==> src/rtl/stream_demux4.sv <==
// stream_demux4: routes one valid/ready stream to four outputs, each with a 2-entry FIFO
module stream_demux4 #(
  parameter int nbits = 32
) (
  input  logic             clk,
  input  logic             rst,
  input  logic             in_val,
  output logic             in_rdy,
  input  logic [1:0]       in_sel,
  input  logic [nbits-1:0] in_msg,
  output logic [3:0]       out_val,
  input  logic [3:0]       out_rdy,
  output logic [nbits-1:0] out0_msg,
  output logic [nbits-1:0] out1_msg,
  output logic [nbits-1:0] out2_msg,
  output logic [nbits-1:0] out3_msg
);
  logic [nbits-1:0] entry [4][2];
  logic [1:0]       cnt [4];
  logic [3:0]       head, tail, enq, deq;
  // in_rdy looks only at registered state so out_rdy never reaches it
  assign in_rdy   = cnt[in_sel] != 2'd2;
  assign out0_msg = entry[0][head[0]];
  assign out1_msg = entry[1][head[1]];
  assign out2_msg = entry[2][head[2]];
  assign out3_msg = entry[3][head[3]];
  // per-port enqueue/dequeue strobes; in_sel is ignored whenever in_val is low
  always_comb begin
    for (int i = 0; i < 4; i++) out_val[i] = cnt[i] != 2'd0;
    enq = (in_val && in_rdy) ? 4'd1 << in_sel : 4'd0;
    deq = out_val & out_rdy;
  end
  // FIFO state update; reset clears pointers, counts and storage
  always_ff @(posedge clk) begin
    if (rst) begin
      head <= '0;
      tail <= '0;
      for (int i = 0; i < 4; i++) begin
        cnt[i]      <= '0;
        entry[i][0] <= '0;
        entry[i][1] <= '0;
      end
    end else begin
      for (int i = 0; i < 4; i++) begin
        if (enq[i]) begin
          entry[i][tail[i]] <= in_msg;
          tail[i]           <= ~tail[i];
        end
        if (deq[i]) head[i] <= ~head[i];
        cnt[i] <= cnt[i] + {1'b0, enq[i]} - {1'b0, deq[i]};
      end
    end
  end
endmodule

==> config.mk <==
export PLATFORM = sky130hd
export DESIGN_NAME = stream_demux4
export DESIGN_NICKNAME = d
export VERILOG_FILES = /design/src/rtl/stream_demux4.sv
export SDC_FILE = /design/constraint.sdc
export NUM_CORES = 1
export LEC_CHECK = 0
export BUFFER_PORTS_ARGS = -buffer_cell sky130_fd_sc_hd__buf_4
export CAP_MARGIN = 5
export CORE_MARGIN = 8
export CORE_UTILIZATION = 55
export DETAILED_ROUTE_END_ITERATION = 12
export HOLD_SLACK_MARGIN = 0.12
export PLACE_DENSITY = 0.77
export SLEW_MARGIN = 10
export SYNTH_ARGS = -nofsm -noshare
export SYNTH_HDL_FRONTEND = slang
export SYNTH_SLANG_ARGS = --single-unit
export TNS_END_PERCENT = 30
==> constraint.sdc <==
create_clock -name clk -period 7.25 [get_ports clk]
set_input_delay 1.0875 -clock clk [delete_from_list [all_inputs] [get_ports clk]]
set_output_delay 1.0875 -clock clk [all_outputs]
set_load 0.01 [all_outputs]
==> metrics.md, run 1 <==
| Metric | Value |
|---|---|
| Number of distinct library cells after synthesis | `39` |
| Achievable frequency | `0.273 GHz` |
| Total Die Area | `26,000 um2` |
| Setup crit end kind | `output pin` |
| Worst Setup Path Type | `input pin to output pin` |
| Effective utilization at floorplan | `55.5%` |
| Synthesized instance count | `902` |
| Clk_lat worst skew | `0.52 ns` |
| Clk_skew | `0.00976 ns` |
| Critical register-to-register path endpoint | `entry[0][12]` |
| Sequential share of the synthesized area | `60.8%` |
| GRT busiest layer | `met2` |
| Worst reg2reg setup slack | `4.63 ns` |
| Warnings from Yosys | `0` |
| Count of TritonRoute iterations in the first routing pass | `5` |
| Via count of the first global-routing pass | `7,454` |
| Reg-to-reg critical path startpoint | `cnt[0][0]` |
| Static Leak | `5.96 nW` |
| Most frequent cell after synthesis | `nand2_1` |
| Met3 routing resource usage after global routing | `3.97%` |
| Setup repair bufs after CTS | `0` |
| Final setup viols | `0` |
| Ant diodes | `0` |
| Number of clock sinks seen by CTS | `272` |
| Leading area contributor after synthesis | `edfxtp_1` |
| Synthesized area per cell | `12.9 um2` |
| Chip Width | `161 um` |
| Minimum setup slack in the final design | `3.59 ns` |
| Power density relative to cell area | `309 nW/um2` |
| Number of buffers on the longest clock path | `3` |
| VDD IR-drop max | `174 uV` |
| EDFF count, synth | `160` |
| Num CTS Buffers | `27` |
| GR Layer Usage met1 | `26.6%` |
| Antenna violations before repair | `0` |
| Per-cell routed wire length | `20.5 um` |
| Worst-Margin Slew | `1.13 ns` |
| CTS Hold Bufs | `0` |
| Number of resized instances in the post-cts repair step | `0` |
| Via density | `5.47` |
| IO Pins | `174` |
| GR met2 Demand/Resource | `34.0%` |
| Total number of placement rows | `53` |
| Pin count of the biggest net entering global routing | `101` |
| Status | `finished, final reports clean` |
| Final nets | `1,098` |
| Area Growth Syn to Fin | `20.1%` |
| Area share of the largest cell type after synthesis | `41.4%` |
| Fraction of final layout cells sized beyond drive strength 1 | `34.6%` |
| Capture endpoint of the worst hold path | `entry[2][21]` |
| Most common library cells after synthesis | `nand2_1 (163), edfxtp_1 (160), mux2_2 (129)` |
| Syn nets | `951` |
| Aggregate negative setup slack | `0 ns` |
| First-pass GRT wire length | `42,200 um` |
| Clk pwr share | `33.9%` |
| Number of synthesized register bits | `272` |
| Kind of start point of the critical path | `input pin` |
| Placed wire-length estimate after detailed placement | `17,400 um` |
| Count of final hold-check violations | `0` |
| WL final | `27,500 um` |
| Max Fanout on Critical Path | `33` |
| Total Routing Usage GR | `20.5%` |
| Start point of the worst min-delay path | `entry[2][21]` |
| Reg clk slew, reported paths | `0.07 ns` |
| Remaining design rule violation count | `0` |
| Cell types occupying the most area after synthesis | `edfxtp_1 (41%), dfxtp_1 (19%), mux2_2 (13%), mux2i_1 (8.4%), nand2_1 (5.3%)` |
| Comb pwr share | `21.3%` |
| WHS | `0.457 ns` |
| Sw Share | `27.1%` |
| Setup repair after global routing missed its margin | `false` |
| Grt total ovfl | `0` |
| Die H | `161 um` |
| Total design power | `4.31 mW` |
| Worst setup slack after placement | `3.05 ns` |
| Number of H-tree levels | `1` |
| Iter 0 DRT Violations | `321` |
| Internal Pwr Total | `3.14 mW` |
| Final Slew Violations | `0` |
| Sequential share of power | `44.8%` |
| Shortest period the worst path allows | `3.66 ns` |
| Count of vias placed by the detailed router | `7,355` |
| Number of cells on the worst reg-to-reg path | `3` |
| Cell depth of the worst min-delay path | `2` |
| Core footprint | `20,900 um2` |
| Critical Path RT | `6.16 ns` |
| Worst relative slew slack | `24.6%` |
| Async S/R FF share, synth | `0%` |
| GPL Wtd Cong | `0.744` |
| Arrival time at the worst endpoint | `2.58 ns` |
| I/O Buffers | `173` |
| TritonCTS clock tree | `yes` |
| Type of the tightest min-delay check | `flip-flop to flip-flop` |
| Cell area after technology mapping | `11,600 um2` |
| Final ANT Viol Nets | `0` |
| Master cell of the clock root buffer | `clkbuf_16` |
| End-of-flow core utilization | `66.7%` |
| Post-synth top flop | `edfxtp_1` |
| Final period util | `50.5%` |
| Total of max-cap violations | `0` |
| Sw Pwr | `1.17 mW` |
## cell type report
type	instances	area, um2
Sequential cell	272	7050
Fill cell	1547	6960
Multi-Input combinational cell	559	4220
Timing Repair Buffer	177	1330
Clock buffer	33	761
Tap cell	275	344
Clock inverter	16	179
Inverter	12	47.5
## cells by family (layout without fill, tap and decap cells)
group	after synthesis	in the layout	share of synthesized area (%)
adders and majority gates	8	8	0.863
AOI/OAI and AO/OA	44	44	2.12
xor gates and xnor gates	12	12	0.907
buffers and inverters	71	238	3.24
muxes	227	227	21.0
and+or+nand+nor	268	268	11.1
DFF	272	272	60.8
## through the flow
step / instance area [um2] / cells
global route: 13900 / 1344
CTS: 13900 / 1344
finish: 13900 / 1344
floorplan: 11600 / 902
detailed placement: 13000 / 1295
global placement: 13000 / 1295
## worst max path at each step
stage / start / to / slack (ns)
floorplan: in_sel[0] / entry[0][32] / 2.96
global placement: rst / entry[0][13] / 3.12
detailed placement: rst / entry[0][12] / 3.05
CTS: in_sel[1] / in_rdy / 3.55
global route: rst / entry[0][12] / 3.41
finish: in_sel[1] / in_rdy / 3.59
## cell usage in the layout, fill, tap and decap left out, drive strengths merged, types with 5 or more instances in the layout
cell type	instances
nor2	11
mux2i	97
dfxtp	112
xnor2	8
or2	5
nor2b	10
nand2	163
buf	177
and2	65
clkbuf	33
inv	12
a21oi	33
edfxtp	160
clkinv	11
mux2	130
ha	8
## power by group through the flow
stage / clock, mW / combinational, mW / sequential [mW]
after floorplan: 0 / 0.636 / 1.83
after global placement: 0 / 0.915 / 1.96
after detailed placement: 0 / 0.926 / 1.97
after CTS: 1.48 / 0.934 / 1.94
after global routing: 1.54 / 0.991 / 1.95
final: 1.46 / 0.919 / 1.93
## registers in the layout (all words and copies together) (netlist names)
register	flops
entry	256
tail	4
cnt	8
head	4
## per-layer routing
metal  share of wire (%)  wire length (um)  vias to the layer above
met2                  48             13200                      219
met3                 5.7              1560                       48
met5                   0                 0                        -
met1                  44             12000                     3634
li1                    -                 -                     3454
met4                 2.5               697                        0
## critical path, cell delays in order
cell,delay (ns)
buf_4,0.12
inv_1,0.09
o211ai_4,0.82
o21ai_0,0.24
buf_4,0.22
No activity file was read; power rests on OpenSTA's default activity.
==> inputs of run 2 (changes only) <==
--- a/config.mk
+++ b/config.mk
@@ -5,6 +5,7 @@
 export SDC_FILE = /design/constraint.sdc
 export NUM_CORES = 1
 export LEC_CHECK = 0
+export ABC_AREA = 1
 export BUFFER_PORTS_ARGS = -buffer_cell sky130_fd_sc_hd__buf_4
 export CAP_MARGIN = 5
 export CORE_MARGIN = 8
==> constraint.sdc (replaced) <==
create_clock -name clk -period 3.7 [get_ports clk]
set_input_delay 0.555 -clock clk [delete_from_list [all_inputs] [get_ports clk]]
set_output_delay 0.555 -clock clk [all_outputs]
set_load 0.01 [all_outputs]
==> run 2 against run 1 <==
Against the previous run:
- largest power group unchanged
- critical path depth decreased by 1
- cell area increased by 2.7%
- via count rose by 25%
- clock skew is essentially flat
- hold slack got worse by 0.19 ns
- sequential power up 85%
- critical endpoint is now out2_msg[7]
- area after synthesis up 3.4%
- routed wire length increased by 3.8%
- sequential share of layout area is 1.3 points lower
- critical path type is now flip-flop to output pin
==> metrics.md, run 2 <==
| Metric | Value |
|---|---|
| WL final | `28,500 um` |
| WHS | `0.270 ns` |
| Kind of start point of the critical path | `flip-flop` |
| Multiplexer fraction of the synthesized cell area | `0%` |
| Total of max-cap violations | `0` |
| Clk_skew | `0.00928 ns` |
| Fill cells | `1,741` |
| Warnings from Yosys | `0` |
| Number of buffers on the longest clock path | `3` |
| EDFF count, synth | `160` |
| Shortest period the worst path allows | `3.23 ns` |
| Total Routing Usage GR | `20.7%` |
| Via density | `4.97` |
| Critical Path RT | `3.14 ns` |
| Most common library cell in the layout ignoring fill and taps | `nand2_1` |
| Parity-gate share of the synthesized area counting xor and xnor cells | `0.292%` |
| GPL Wtd Cong | `0.866` |
| Fraction of final layout cells sized beyond drive strength 1 | `20.5%` |
| Total design power | `8.17 mW` |
| Grt total ovfl | `0` |
| Crit-path cells | `clkinv_1 -> buf_4 -> o21ai_0 -> buf_4` |
| Core footprint | `21,600 um2` |
| TritonCTS clock tree | `yes` |
| Post-Layout Cell Count | `1,843` |
| Post-Layout Inst Area | `14,300 um2` |
| DP Area | `13,400 um2` |
| Count of TritonRoute iterations in the first routing pass | `5` |
| Aggregate negative setup slack | `0 ns` |
| Clk_lat worst skew | `0.52 ns` |
| Placed instance count | `1,794` |
| I/O Buffers | `173` |
| Syn nets | `1,446` |
| Die H | `164 um` |
| Count of final hold-check violations | `0` |
| Simple-gate area share of the yosys netlist | `28.2%` |
| Total number of placement rows | `54` |
| IO Pins | `174` |
| Ant diodes | `0` |
| Arrival time at the worst endpoint | `2.67 ns` |
| CTS Hold Bufs | `0` |
| Power density relative to cell area | `571 nW/um2` |
| Post-synth top flop | `edfxtp_1` |
| Final setup viols | `0` |
| Remaining design rule violation count | `0` |
| Main combinational cell family by area after synthesis | `simple AND/OR/NAND/NOR gates` |
| Per-cell routed wire length | `15.5 um` |
| Worst Setup Path Type | `flip-flop to output pin` |
| Cell types occupying the most area after synthesis | `edfxtp_1 (40%), dfxtp_1 (19%), nand2_1 (17%), nor2_1 (5.4%), inv_1 (4.8%)` |
| VDD IR-drop max | `387 uV` |
| Area share of the largest cell type after synthesis | `40.1%` |
| Final Slew Violations | `0` |
| Effective utilization at floorplan | `55.4%` |
| Final nets | `1,592` |
| Pin count of the biggest net entering global routing | `65` |
| Most frequent cell after synthesis | `nand2_1` |
| Final ANT Viol Nets | `0` |
| Number of H-tree levels | `1` |
| Register with the most flip-flops | `entry` |
| Largest register FFs | `256` |
| Highest-count cells in the layout ignoring fill and taps | `nand2_1 (532), buf_4 (190), nor2_1 (172)` |
| GRT busiest layer | `met2` |
| GR Layer Usage met1 | `28.8%` |
| Via count of the first global-routing pass | `8,487` |
| Max Fanout on Critical Path | `39` |
| Worst relative slew slack | `28.9%` |
| Most Frequent Cell on Critical Path | `buf_4` |
| Antenna violations before repair | `0` |
| Setup repair after global routing missed its margin | `false` |
| Sequential share of the synthesized area | `58.8%` |
| Master cell of the clock root buffer | `clkbuf_16` |
| Synthesized instance count | `1,397` |
| Chip Width | `164 um` |
| Standard cell with the maximum stage delay on the critical path | `clkinv_1` |
| Achievable frequency | `0.310 GHz` |
| Number of resized instances in the post-cts repair step | `0` |
| Type of the tightest min-delay check | `input pin to flip-flop` |
| Area Growth Syn to Fin | `19.3%` |
| Setup crit end kind | `output pin` |
| First-pass GRT wire length | `44,400 um` |
| Crit path largest cell delay | `0.76 ns` |
| Num CTS Buffers | `27` |
| Worst-Margin Slew | `1.07 ns` |
| Adder-cell share of the synthesized area | `0.835%` |
| Synthesized area per cell | `8.58 um2` |
| Total Die Area | `26,800 um2` |
| Status | `finished, final reports clean` |
| GR met2 Demand/Resource | `32.6%` |
| Async S/R FF share, synth | `0%` |
| Leading area contributor after synthesis | `edfxtp_1` |
| Number of distinct library cells after synthesis | `30` |
| Placed wire-length estimate after detailed placement | `19,700 um` |
| Most common library cells after synthesis | `nand2_1 (532), nor2_1 (172), edfxtp_1 (160)` |
| Static Leak | `6.69 nW` |
| Cell area after technology mapping | `12,000 um2` |
| Iter 0 DRT Violations | `744` |
| Met3 routing resource usage after global routing | `3.23%` |
| Number of clock sinks seen by CTS | `272` |
| Final period util | `87.3%` |
| Count of vias placed by the detailed router | `9,159` |
| Setup repair bufs after CTS | `0` |
| Number of synthesized register bits | `272` |
| Reg clk slew, reported paths | `0.06 ns` |
| Largest registers | `entry (256), cnt (8)` |
| Synth Area in Compound Gates | `3.59%` |
==> run 2: cell count changes after synthesis, sizes merged, moves of 24 or more <==
| cell | change |
|---|---|
| mux2i | -97 |
| mux2 | -130 |
| inv | +147 |
| nand2 | +377 |
| and2 | -65 |
| nor2 | +196 |
| a21oi | -24 |
| o21ai | +74 |
| nor3 | +32 |
==> run 2: final cells by class <==
cell class | instances | area [um2] | area share, %
sequential | 272 | 7050 | 49.3
multi-input combinational | 891 | 3960 | 27.7
timing repair buffer | 190 | 1430 | 9.98
clock buffer | 34 | 753 | 5.27
inverter | 161 | 607 | 4.24
tap | 280 | 350 | 2.45
clock inverter | 15 | 156 | 1.09
==> run 2: cell families after synthesis <==
group	count (synthesis)
compound gates	86
xor+xnor	4
fa+ha+maj	8
buf+inv	234
flops	272
simple gates	793
==> run 2: critical path, delay by kind of cell, from the launching register on <==
family / cells / cell delay (ns)
AOI/OAI and AO/OA: 1 / 0.34
buffers and inverters: 3 / 1.49
DFF: 1 / 0.31
==> run 2: report_power, final <==
part / internal [mW] / switching [mW] / leakage [nW]
sequential: 3.44 / 0.133 / 2.57
clock: 1.65 / 1.11 / 0.447
combinational: 0.694 / 1.15 / 3.67
==> run 2: layer usage <==
layer  share of wire (%)  wire length, um
met4                 2.7              767
met1                  45            12800
met5                   0                0
met3                 6.7             1900
met2                  46            13000
==> run 2: final timing paths <==
path	to	startpoint	cells after the start	slack (ns)
setup / recovery	out2_msg[7]	head[2]	4	0.47
hold / removal	entry[2][20]	in_msg[20]	3	0.27
setup reg to reg	entry[1][22]	cnt[0][1]	8	1.29
hold reg to reg	tail[2]	tail[2]	2	0.47
==> run 2: stage by stage <==
step | util [%] | worst slack (ns)
detailed placement | 61.9 | 0.837
global placement | 61.9 | 0.943
floorplan | - | 0.504
global route | 66.1 | 0.326
finish | 66.1 | 0.471
CTS | 66.1 | 0.439
